==> config.mk <==
export PLATFORM = sky130hd
export DESIGN_NAME = frame_buffer_scheduler
export DESIGN_NICKNAME = d
export VERILOG_FILES = /design/src/rtl/fb_pkg.sv /design/src/rtl/sat_counter.sv /design/src/rtl/frame_buffer_scheduler.sv
export SDC_FILE = /design/constraint.sdc
export NUM_CORES = 1
export LEC_CHECK = 0
export BUFFER_PORTS_ARGS = -buffer_cell sky130_fd_sc_hd__buf_2
export CORE_ASPECT_RATIO = 2
export CORE_MARGIN = 2
export CORE_UTILIZATION = 47
export DETAILED_ROUTE_END_ITERATION = 12
export HOLD_SLACK_MARGIN = 0.06
export PLACE_DENSITY = 0.76
export SLEW_MARGIN = 20
export SYNTH_ARGS = -nofsm -noshare
export SYNTH_HDL_FRONTEND = slang
export SYNTH_SLANG_ARGS = --single-unit
==> constraint.sdc <==
create_clock -name clk -period 1.75 [get_ports clk]
set_input_delay 0.0875 -clock clk [delete_from_list [all_inputs] [get_ports clk]]
set_output_delay 0.0875 -clock clk [all_outputs]
set_load 0.005 [all_outputs]
==> src/rtl/fb_pkg.sv <==
// Shared types and helpers for the triple-buffer frame bank scheduler.
// Bank ids are 0..2. The writer, reader and latest banks are always a permutation of them.
package fb_pkg;

    localparam int BANK_W          = 2;
    localparam int FB_FRAME_PIXELS = 76800;

    typedef logic [BANK_W-1:0] bank_t;

    typedef enum logic [1:0] {
        ST_IDLE     = 2'd0,
        ST_WAIT_SOF = 2'd1,
        ST_CAPTURE  = 2'd2
    } wr_state_e;

    // Internal bank bookkeeping, exposed so checkers can bind to it.
    typedef struct packed {
        wr_state_e state;
        bank_t     wr_bank;
        bank_t     rd_bank;
        bank_t     lat_bank;
        logic      lat_valid;
    } fb_dbg_t;

    // Returns the one bank id that is neither a nor b (a != b assumed).
    function automatic bank_t free_bank(input bank_t a, input bank_t b);
        if (a != 2'd0 && b != 2'd0) begin
            return 2'd0;
        end else if (a != 2'd1 && b != 2'd1) begin
            return 2'd1;
        end else begin
            return 2'd2;
        end
    endfunction

endpackage

==> src/rtl/sat_counter.sv <==
// Saturating event counter: holds at all-ones, cleared only by synchronous reset.
module sat_counter #(
    parameter int CNT_W = 16
) (
    input  logic             clk_i,
    input  logic             rst_i,
    input  logic             inc_i,
    output logic [CNT_W-1:0] count_o
);

    logic [CNT_W-1:0] cnt_q;

    always_ff @(posedge clk_i) begin
        if (rst_i) begin
            cnt_q <= '0;
        end else if (inc_i && (cnt_q != '1)) begin
            cnt_q <= cnt_q + 1'b1;
        end
    end

    assign count_o = cnt_q;

endmodule

==> src/rtl/frame_buffer_scheduler.sv <==
// Triple-buffer bank scheduler: camera writes bank W, display reads bank R, bank L holds the
// newest completed frame until the next display frame boundary picks it up.
module frame_buffer_scheduler
    import fb_pkg::*;
#(
    parameter int FRAME_PIXELS = FB_FRAME_PIXELS,
    parameter int ADDR_W       = 18,
    parameter int CNT_W        = 16
) (
    input  logic              clk,
    input  logic              rst,
    input  logic              enable,
    input  logic              wr_frame_start,
    input  logic              wr_frame_done,
    input  logic              rd_frame_start,
    output logic              wr_active,
    output logic [ADDR_W-1:0] wr_base_addr,
    output logic [ADDR_W-1:0] rd_base_addr,
    output logic              rd_valid,
    output logic [CNT_W-1:0]  drop_cnt,
    output logic [CNT_W-1:0]  repeat_cnt,
    output logic [CNT_W-1:0]  trunc_cnt,
    output fb_dbg_t           dbg
);

    localparam logic [ADDR_W-1:0] BASE1 = ADDR_W'(FRAME_PIXELS);
    localparam logic [ADDR_W-1:0] BASE2 = ADDR_W'(2 * FRAME_PIXELS);

    function automatic logic [ADDR_W-1:0] bank_base(input bank_t b);
        case (b)
            2'd1:    return BASE1;
            2'd2:    return BASE2;
            default: return '0;
        endcase
    endfunction

    wr_state_e         state_q, state_d;
    bank_t             wr_bank_q, wr_bank_d;
    bank_t             rd_bank_q, rd_bank_d;
    bank_t             lat_bank_q, lat_bank_d;
    logic              lat_valid_q, lat_valid_d;
    logic              rd_valid_q, rd_valid_d;
    logic              wr_active_q;
    logic [ADDR_W-1:0] wr_base_q, rd_base_q;
    logic              publish, abort, drop_inc, repeat_inc;

    // Writer FSM. Deasserting enable wins over any pulse in the same cycle.
    always_comb begin
        state_d = state_q;
        publish = 1'b0;
        abort   = 1'b0;
        if (!enable) begin
            state_d = ST_IDLE;
            abort   = (state_q == ST_CAPTURE);
        end else begin
            case (state_q)
                ST_IDLE:     state_d = ST_WAIT_SOF;
                ST_WAIT_SOF: if (wr_frame_start) state_d = ST_CAPTURE;
                ST_CAPTURE: begin
                    if (wr_frame_done) begin
                        publish = 1'b1;
                        if (!wr_frame_start) state_d = ST_WAIT_SOF;
                    end else if (wr_frame_start) begin
                        abort = 1'b1;
                    end
                end
                default:     state_d = ST_IDLE;
            endcase
        end
    end

    // Bank rotation. Every branch permutes W/R/L, so the three stay distinct.
    always_comb begin
        wr_bank_d   = wr_bank_q;
        rd_bank_d   = rd_bank_q;
        lat_bank_d  = lat_bank_q;
        lat_valid_d = lat_valid_q;
        rd_valid_d  = rd_valid_q;
        drop_inc    = 1'b0;
        repeat_inc  = 1'b0;
        if (publish && rd_frame_start) begin
            rd_bank_d   = wr_bank_q;
            wr_bank_d   = lat_valid_q ? lat_bank_q : free_bank(rd_bank_q, wr_bank_q);
            lat_bank_d  = rd_bank_q;
            lat_valid_d = 1'b0;
            rd_valid_d  = 1'b1;
            drop_inc    = lat_valid_q;
        end else if (publish) begin
            lat_bank_d  = wr_bank_q;
            wr_bank_d   = lat_valid_q ? lat_bank_q : free_bank(rd_bank_q, wr_bank_q);
            lat_valid_d = 1'b1;
            drop_inc    = lat_valid_q;
        end else if (rd_frame_start) begin
            if (lat_valid_q) begin
                rd_bank_d   = lat_bank_q;
                lat_bank_d  = rd_bank_q;
                lat_valid_d = 1'b0;
                rd_valid_d  = 1'b1;
            end else begin
                repeat_inc  = rd_valid_q;
            end
        end
    end

    always_ff @(posedge clk) begin
        if (rst) begin
            state_q     <= ST_IDLE;
            wr_bank_q   <= 2'd0;
            rd_bank_q   <= 2'd1;
            lat_bank_q  <= 2'd2;
            lat_valid_q <= 1'b0;
            rd_valid_q  <= 1'b0;
            wr_active_q <= 1'b0;
            wr_base_q   <= '0;
            rd_base_q   <= BASE1;
        end else begin
            state_q     <= state_d;
            wr_bank_q   <= wr_bank_d;
            rd_bank_q   <= rd_bank_d;
            lat_bank_q  <= lat_bank_d;
            lat_valid_q <= lat_valid_d;
            rd_valid_q  <= rd_valid_d;
            wr_active_q <= (state_d == ST_CAPTURE);
            // Addresses trail the bank indices by one cycle.
            wr_base_q   <= bank_base(wr_bank_q);
            rd_base_q   <= bank_base(rd_bank_q);
        end
    end

    sat_counter #(.CNT_W(CNT_W)) u_drop_cnt (
        .clk_i(clk), .rst_i(rst), .inc_i(drop_inc), .count_o(drop_cnt)
    );

    sat_counter #(.CNT_W(CNT_W)) u_repeat_cnt (
        .clk_i(clk), .rst_i(rst), .inc_i(repeat_inc), .count_o(repeat_cnt)
    );

    sat_counter #(.CNT_W(CNT_W)) u_trunc_cnt (
        .clk_i(clk), .rst_i(rst), .inc_i(abort), .count_o(trunc_cnt)
    );

    assign wr_active     = wr_active_q;
    assign wr_base_addr  = wr_base_q;
    assign rd_base_addr  = rd_base_q;
    assign rd_valid      = rd_valid_q;
    assign dbg.state     = state_q;
    assign dbg.wr_bank   = wr_bank_q;
    assign dbg.rd_bank   = rd_bank_q;
    assign dbg.lat_bank  = lat_bank_q;
    assign dbg.lat_valid = lat_valid_q;

endmodule
==> qor.csv <==
metric;value;unit
clk_skew;0.00428;ns
Clock Power Share;0.546;
CTS Root Cell;clkbuf_16;
Leak;0.00200;uW
Int Pwr;2790;uW
layout cells sized above 1;0.384;
NetSw;707;uW
fin crit period;1.73;ns
gr usage total;0.216;
post-DR vias/cell;5.57;
clk_lat worst skew;0.32;ns
reg2reg path depth;5;
worst vdd ir;0.000727;V
hold violation total from the final report;0;
CP arrival;1.94;ns
max_cap viols;0;
Worst R2R End;u_trunc_cnt.count_o[15]$_SDFFE_PP0P_;
wl on met1;3780;um
total wire length;9090;um
crit end category;flop;
number of global-route vias before repair;3191;
Logic pwr share;0.029;
status;completed;
Worst-path clk slew;0.05;ns
FF-to-FF setup slack;0.02;ns
metal2 WL;4680;um
antenna violations before repair;0;
crit-path max FO;7;
Crit. Startpoint;u_trunc_cnt.count_o[1]$_SDFFE_PP0P_;
antenna cell count;0;
Syn Area/Cell;8.46;um^2
total negative setup slack;0;ns
Setup crit end;u_trunc_cnt.count_o[15]$_SDFFE_PP0P_;
EDFF count, synth;0;
Post-DRT Antenna Nets;0;
Initial Utilization;0.478;
Syn Std Cell Area;3580;um^2
sw frac;0.202;
number of port buffers;78;
Detailed Routing Iterations Pass 1;4;
# IOs;101;
Pwr Density;727;nW/um^2
Final Setup Violations;0;
Via Count;3596;
# H-tree levels;3;
Synth Instances;423;
Rows;45;
RSZ-0062 raised after global routing;yes;
Tcrit/Tclk final;0.990;
NumNets Final;564;
drt initial violations;225;
Die Wd;65.7;um
Max Root-Sink Buffers;2;
Seq cells post-synth;65;
Residual DRC;0;
ys flop type;dfxtp_1;
post-synthesis cell type count;45;
CP Launch Type;flop;
reg2reg start;u_trunc_cnt.count_o[1]$_SDFFE_PP0P_;
global-route wire length before repair;14500;um
pin count of the biggest net entering global routing;25;
met3 routed WL;526;um
FMAX;577;MHz
Pins Over Slew Limit;0;
Clock Sinks;65;
Placeable Area;7490;um^2
uppermost layer routed;met4;
die area;8370;um^2
sequential area share after synthesis;0.364;
gr ovfl total;0;
placer congestion estimate;0.808;
Critical Path RT;1.96;ns
most common cell after layout, fill and taps aside;buf_2;
CTS buffer count;9;
Area Growth Syn to Fin;34.4;%
Sequential Power Share;0.425;
CP Class;flop to flop;
HP Class;input port to flop;
Die H;127;um
drt wl/cell;14.1;um
synth warn;0;
most frequent cells in the layout;buf_2 (79), buf_4 (64), dfxtp_1 (56);
Synth async-reset ratio;0;
hold slack;0.0818;ns
post-DP HPWL;6320;um
CTS tree;built;
==> registers in the layout, summed over array words and instances (netlist names) <==
name                  flops
u_repeat_cnt.count_o     16
rd_base_addr              3
u_drop_cnt.count_o       16
rd_bank_q                 2
state_q                   2
lat_valid_q               1
wr_base_addr              3
lat_bank_q                2
wr_active                 1
rd_valid                  1
u_trunc_cnt.count_o      16
wr_bank_q                 2
==> what timing repair did <==
action                                  CTS  global route
buffers inserted                          0             6
pin swaps                                 4             6
gates cloned                              0             1
hold buffers                              1             0
endpoints found under the setup margin    4            39
endpoints found under the hold margin     2             0
gates resized for setup                   2            34
==> layout make-up <==
type,instances,area [um^2]
tap,94,118
fill,647,2680
inverter,18,67.6
clock inverter,5,80.1
timing repair buffer,145,906
sequential,65,1320
multi-input combinational,309,2080
clock buffer,10,239
==> power by group through the flow <==
stage | logic, uW | registers (uW) | clock network (uW)
detailed placement | 99.5 | 1520 | 0
finish | 103 | 1490 | 1910
global route | 116 | 1490 | 2010
global placement | 98.0 | 1520 | 0
floorplan | 99.3 | 1520 | 0
CTS | 101 | 1490 | 1950
==> cell usage after synthesis, drive strengths merged, types with 3 or more instances <==
library cell	count	area, um^2
o21ai	13	65.1
mux2	14	158
and3	5	31.3
nor3	3	15.0
and2	3	18.8
o311ai	4	35.0
nand4	13	81.3
a221oi	3	26.3
buf	36	260
and4	6	52.6
nor2b	18	113
or4	18	135
inv	18	67.6
a211oi	7	52.6
nand2	23	86.3
or2	4	25.0
o41ai	6	52.6
or3	9	56.3
nor2	21	78.8
nor4	11	75.1
dfxtp	65	1300
ha	10	125
clkbuf	16	60.1
a21oi	38	190
nand3	19	100
o31ai	21	158
==> cells by family after synthesis <==
logic type | after synthesis | synth area share
flops | 65 | 0.364
mux | 15 | 0.0469
other cells | 1 | 0.00105
fa+ha+maj | 10 | 0.0350
buf+inv | 70 | 0.108
compound gates | 101 | 0.184
simple gates | 161 | 0.261
==> metrics by stage <==
step           std cells  setup WS, ns  power, uW  utilization  instance area, um^2
6_report             646        0.0182       3500        0.642                 4810
5_1_grt              646       -0.0333       3610        0.642                 4810
4_1_cts              639       0.00222       3540        0.620                 4640
3_5_place_dp         623       -0.0423       1620        0.574                 4300
3_3_place_gp         623        0.0304       1620        0.574                 4300
2_1_floorplan        444        0.0337       1620            -                 3660
==> worst max-delay path: stages, from the launching register on <==
cell and delay [ns]:
dfxtp_4 0.37, nand3_2 0.07, a2111o_1 0.49, buf_4 0.19, nor4_2 0.14, mux2_2 0.36
==> worst min-delay path by stage <==
stage	depth (start not counted)	from	end	slack, ns
6_report	3	wr_frame_done	state_q[0]$_SDFF_PP0_	0.08
5_1_grt	3	wr_frame_done	state_q[0]$_SDFF_PP0_	0.09
4_1_cts	3	wr_frame_done	state_q[0]$_SDFF_PP0_	0.07
3_5_place_dp	2	rd_frame_start	lat_valid_q$_SDFFE_PP0P_	0.38
3_3_place_gp	2	rd_frame_start	lat_valid_q$_SDFFE_PP0P_	0.37
2_1_floorplan	2	wr_frame_done	state_q[0]$_SDFF_PP0_	0.25
==> metal layers <==
layer	up-vias	GRT usage
li1	1777	-
met1	1694	0.266
met2	116	0.347
met3	9	0.0519
met4	0	0.102
met5	-	0
No activity file was read; power rests on OpenSTA's default activity.
